### config.mk
export PLATFORM = sky130hd
export DESIGN_NAME = fifo1c_rd_stream
export DESIGN_NICKNAME = d
export VERILOG_FILES = /design/src/rtl/fifo1c_rd_stream.sv
export SDC_FILE = /design/constraint.sdc
export NUM_CORES = 1
export LEC_CHECK = 0
export ABC_AREA = 1
export CAP_MARGIN = 20
export CORE_AREA = 2 2 235 261
export DETAILED_ROUTE_END_ITERATION = 10
export DIE_AREA = 0 0 237 263
export PLACE_DENSITY = 0.79
export SKIP_CTS_REPAIR_TIMING = 1
export SYNTH_ARGS = -nofsm -noshare
export SYNTH_HDL_FRONTEND = slang
export SYNTH_SLANG_ARGS = --single-unit
### constraint.sdc
create_clock -name clk -period 11.89 [get_ports clk]
set_input_delay 2.378 -clock clk [delete_from_list [all_inputs] [get_ports clk]]
set_output_delay 2.378 -clock clk [all_outputs]
set_load 0.05 [all_outputs]
### src/rtl/fifo1c_rd_stream.sv
// -----------------------------------------------------------------------------
// fifo1c_rd_stream
//
// Turns a fixed-latency upstream FIFO read port into a valid/ready stream.
// A 4-entry skid buffer absorbs the words that are still in flight when the
// downstream stalls. Pops are issued only when a skid slot is guaranteed for
// the returning word, so the skid can never overrun.
//
// Parameters
//   DW      data width of a FIFO entry / output word
//   RD_LAT  cycles from fifo_rdreq to valid fifo_q (1 or 2)
//
// Ports
//   clk         sole clock, rising edge
//   rst_n       asynchronous active-low reset
//   fifo_empty  upstream FIFO empty flag
//   fifo_rdreq  pop request to upstream FIFO (combinational)
//   fifo_q      upstream read data, valid RD_LAT cycles after fifo_rdreq
//   out_valid   out_data holds a valid word
//   out_data    oldest word in the skid (registered)
//   out_ready   downstream accepts the word when high with out_valid
//   flush       synchronous discard of buffered and in-flight words
//   occ         skid occupancy, 0..4
//   word_cnt    words delivered since reset, wraps at 2^32
//   flush_drop  one-cycle pulse after a flush that discarded something
// -----------------------------------------------------------------------------
module fifo1c_rd_stream #(
  parameter int DW     = 144,
  parameter int RD_LAT = 1      // only 1 and 2 are supported
) (
  input  logic          clk,
  input  logic          rst_n,
  input  logic          fifo_empty,
  output logic          fifo_rdreq,
  input  logic [DW-1:0] fifo_q,
  output logic          out_valid,
  output logic [DW-1:0] out_data,
  input  logic          out_ready,
  input  logic          flush,
  output logic [2:0]    occ,
  output logic [31:0]   word_cnt,
  output logic          flush_drop
);

  localparam int DEPTH = 4;

  logic [DW-1:0]     mem [DEPTH];
  logic [1:0]        wr_ptr;
  logic [1:0]        rd_ptr;
  logic [1:0]        rd_ptr_nxt;
  logic [2:0]        occ_nxt;
  logic [RD_LAT-1:0] inflight_sr;   // bit i set: read issued i+1 cycles ago
  logic [1:0]        inflight_cnt;
  logic [3:0]        credit_used;
  logic [DW-1:0]     head_nxt;
  logic              run;           // low until the first edge out of reset
  logic              pop;
  logic              push;

  // NOTE: every variable assigned in always_comb gets a default first, so no
  // path through the block leaves it unassigned and no latch is inferred.
  always_comb begin
    inflight_cnt = '0;
    for (int i = 0; i < RD_LAT; i++) begin
      inflight_cnt = inflight_cnt + {1'b0, inflight_sr[i]};
    end
  end

  assign out_valid = (occ != 3'd0);
  assign pop       = out_valid & out_ready;
  // The word arriving during a flush cycle belongs to a discarded read.
  assign push      = inflight_sr[RD_LAT-1] & ~flush;

  // Slots already spoken for; the word leaving this cycle frees its slot.
  // pop implies occ >= 1, so this never underflows.
  assign credit_used = {1'b0, occ} + {2'b00, inflight_cnt} - {3'b000, pop};

  assign fifo_rdreq = run & ~fifo_empty & ~flush & (credit_used < 4'd4);

  assign rd_ptr_nxt = rd_ptr + {1'b0, pop};
  assign occ_nxt    = occ + {2'b00, push} - {2'b00, pop};

  // Next head word: if the skid is otherwise empty after this cycle's pop, the
  // word being pushed becomes the head; else it is already stored. Full+push
  // without pop cannot happen, so wr_ptr == rd_ptr_nxt only means "empty".
  assign head_nxt = (push && (wr_ptr == rd_ptr_nxt)) ? fifo_q : mem[rd_ptr_nxt];

  // NOTE: sequential state uses non-blocking assignments only, so every
  // register samples the pre-edge values regardless of statement order.
  always_ff @(posedge clk or negedge rst_n) begin
    if (!rst_n) begin
      run         <= 1'b0;
      occ         <= 3'd0;
      wr_ptr      <= 2'd0;
      rd_ptr      <= 2'd0;
      inflight_sr <= '0;
      word_cnt    <= 32'd0;
      flush_drop  <= 1'b0;
      out_data    <= '0;
    end else begin
      run        <= 1'b1;
      // A pop in the flush cycle is a real delivery and still counts.
      if (pop) word_cnt <= word_cnt + 32'd1;
      // At a flush, credit_used equals (occ - pop) + inflight: what is lost.
      flush_drop <= flush & (credit_used != 4'd0);
      if (flush) begin
        occ         <= 3'd0;
        wr_ptr      <= 2'd0;
        rd_ptr      <= 2'd0;
        inflight_sr <= '0;
      end else begin
        occ         <= occ_nxt;
        rd_ptr      <= rd_ptr_nxt;
        if (push) wr_ptr <= wr_ptr + 2'd1;
        // Shift in this cycle's request; the top bit marks fifo_q valid.
        inflight_sr <= RD_LAT'({inflight_sr, fifo_rdreq});
        // Hold out_data when the skid goes empty; it is don't-care then.
        if (occ_nxt != 3'd0) out_data <= head_nxt;
      end
    end
  end

  // NOTE: the skid storage has no reset; occ and the pointers define which
  // entries are meaningful, so clearing the data array would be wasted logic.
  always_ff @(posedge clk) begin
    if (push) mem[wr_ptr] <= fifo_q;
  end

  // Credit accounting must make a push into a full skid impossible.
  a_no_overrun: assert property (@(posedge clk) disable iff (!rst_n)
    !(push && !pop && (occ == 3'd4)));
  a_occ_range: assert property (@(posedge clk) disable iff (!rst_n)
    occ <= 3'd4);

endmodule

==> impl_metrics.toml <==
[die]
start_util = 0.5476
dieHeight_um = 263
coreArea_um2 = 59390
die-area_um2 = 62330
std_cell_rows = 94
die_w_um = 237
io_pins = 331

[setup_path]
slowest_delay_ns = 0.82
critical_path_class = "input pin to output port"
cp_cell_sequence = "clkdlybuf4s50_1, nand2_2, inv_1, ha_1, inv_1, ha_1, inv_1, fa_1, xor2_1, nand3_1, nor2_1, clkdlybuf4s50_1"
cp-start-kind = "input pin"
cp_max_fo = 10
critPathLaunch = "out_ready"
worstPathArrival_ns = 5.64
cpMostUsedCell = "inv_1"
crit_slowest_cell = "clkdlybuf4s50_1"
crit_family = "buffers and inverters"
cp_num_buf_inv = 5
worst_setup_path_end_kind = "output port"
rr_startpoint = "occ[1]$_DFF_PN0_"
critPathRequiredTime_ns = 9.51

[logic_synthesis]
netlist_area_um2 = 32520
yosys_warnings = 0
syn_nets = 3400
synth.avg_cell_area_um2 = 10.05
synth-async-reset-ratio = 0.2441
synth_area_leader_cell = "edfxtp_1"
yosysSeqAreaShare = 0.6749
synth_commonest_cells = "1241 x nand2_1, 576 x edfxtp_1, 337 x inv_1, 312 x nand3_1, 232 x o21ai_0"
synthDistinctLibCells = 30
synth_top_area_share = 0.5318
synth.most_common_cell = "nand2_1"
synth-edff-count = 576
synthTopCellsByArea = "edfxtp_1 53%, nand2_1 14%, dfrtp_1 14%, nand3_1 4.8%, inv_1 3.9%"
synthCells = 3237
ys_ff_latch = 762
synth_ff_type = "edfxtp_1"

[cells_and_area]
syn_to_final_growth_pct = 19.33
drive_above_1_share = 0.04515
design.final.nets = 3665
instances_no_fill = 4340

[min_path]
holdCritPathClass = "flop to flop"
hold_start = "out_data[26]$_DFFE_PN0P_"

[run_status]
outcome = "completed"

[grt]
antenna_found_initial = 8
grt_max_degree = 145
grtUsageTotal = 0.2553
grt_pass1_vias = 22880
overflow = 0
grt_pass1_wl_mm = 124.4

[sta]
finalHoldViolCount = 0
tightest_slew_ns = 1.202
rsz0062_at_grt = "false"
skew_ns = 0.01562
period_needed_ns = 8.016
max_clock_freq_ghz = 0.1247
slew_violations = 0
finalSetupTns_ns = 0
setup_viol = 0
relSlewSlack = 0.1987
period_share = 0.6742

[job]
drv_cap = 0

[clock_network]
clockRootBuffer = "clkbuf_16"
clock_path_buffers = 3
cts_tree = "built"
insertion_delay_ns = 0.61
htreeDepth = 3
cts_sinks = 762
path_clk_slew_ns = 0.06
cts_inserted_buffers = 77

[power_and_ir_drop]
sequentialPowerShare = 0.326
intPower_w = 0.005991
p_comb_frac = 0.445
clkPwrFrac = 0.229
vdd_ir_drop_max_mv = 0.2025
finalPower_w = 0.01045
p_sw_frac = 0.4268
power_density_nw_per_um2 = 269.3
p_sw_w = 0.004460
p_leak_nw = 16.52

[place]
dpl.hpwl_mm = 43.26
io_buffers = 330
finalWeightedCongestion = 0.9345
place_inst = 4190

[drt]
ant_nets = 0
dr.pass1.iters = 6
met2_length_mm = 39.92
drt_iter0_drc = 1769
viasPerCell = 5.377
maxUsedRoutingLayer = "met5"
wl_per_cell_um = 18.13
drt-total-wl_mm = 78.69
drc_errors = 0
wl_met1_mm = 30.90
vias = 23340
wl_met3_mm = 5.683
## cell type report
class / count / area, um^2
Antenna cell: 6 / 15.01
Clock buffer: 111 / 2271
Clock inverter: 32 / 256.5
Fill cell: 4397 / 20580
Inverter: 340 / 1286
Multi-Input combinational cell: 1961 / 8504
Sequential cell: 762 / 21950
Tap cell: 768 / 960.9
Timing Repair Buffer: 360 / 3565
## tightest hold or removal path, cell delays in order, from the launching register on
cell and delay, ns:
dfrtp_1 0.34, nand2_1 0.06, nand2_1 0.05
## through the flow
stage                     area (um^2)  hold WS (ns)  setup slack (ns)  utilization
final                           38810        0.4779             3.874       0.6534
after global routing            38810        0.4963             3.729       0.6534
after CTS                       38770        0.4808             3.876       0.6527
after detailed placement        36240        0.4642             3.891       0.6102
after global placement          36240        0.4620             3.952       0.6102
after floorplan                 32520        0.4819             2.613            -
## sequential cells by signal, summed over array words and instances (netlist names)
signal and flops:
flush_drop 1, word_cnt 32, inflight_sr 1, occ 3
rd_ptr 2, run 1, mem 576, wr_ptr 2
out_data 144
## worst paths after layout
kind,endpoint,depth (start not counted),slack (ns)
hold reg to reg,out_data[26]$_DFFE_PN0P_,2,0.48
min in group asynchronous,out_data[134]$_DFFE_PN0P_,1,1.80
setup reg to reg,out_data[98]$_DFFE_PN0P_,14,6.77
setup / recovery,fifo_rdreq,12,3.87
max in group asynchronous,out_data[57]$_DFFE_PN0P_,2,8.67
hold / removal,out_data[26]$_DFFE_PN0P_,2,0.48
## cell usage in the layout, fill, tap and decap left out, types with 2 or more instances in the layout
master / n
nand2_1: 1240
edfxtp_1: 576
inv_1: 337
clkdlybuf4s50_1: 329
nand3_1: 312
o21ai_0: 232
dfrtp_1: 186
clkbuf_16: 82
o21ai_1: 59
nor2_1: 53
buf_4: 28
clkbuf_1: 18
xor2_1: 14
clkbuf_8: 12
clkinv_2: 12
ha_1: 11
clkinv_1: 11
nand4_1: 8
diode_2: 6
xnor2_1: 5
nor3_1: 4
nor2_4: 4
nand3b_1: 3
nand2_4: 3
bufinv_16: 3
inv_4: 2
nand2_2: 2
clkinv_4: 2
fa_1: 2
clkinv_8: 2
clkinvlp_4: 2
## logic make-up (layout without fill, tap and decap cells)
group / Yosys count / after routing / synth area share
flip-flops: 762 / 762 / 0.6749
AND/OR/NAND/NOR: 1634 / 1634 / 0.2029
XOR/XNOR: 19 / 19 / 0.005117
adder cells (fa/ha/maj): 14 / 14 / 0.005847
buffers and inverters: 514 / 843 / 0.06602
other: 1 / 7 / 0.0001153
AO/OA/AOI/OAI: 293 / 293 / 0.04513
## metal layers
metal / vias up / track usage
li1: 11080 / -
met1: 11200 / 0.3269
met2: 914 / 0.4418
met3: 141 / 0.03880
met4: 4 / 0.09408
met5: - / 0
## power by group through the flow
stage                     Sequential [W]  Combinational (W)  Clock (W)
after floorplan                  0.00433            0.00239          0
after global placement           0.00345            0.00452          0
after detailed placement         0.00345            0.00464          0
after CTS                        0.00341            0.00467    0.00243
after global routing             0.00344            0.00514    0.00254
final                            0.00341            0.00465    0.00240
No activity file was read; power rests on OpenSTA's default activity.
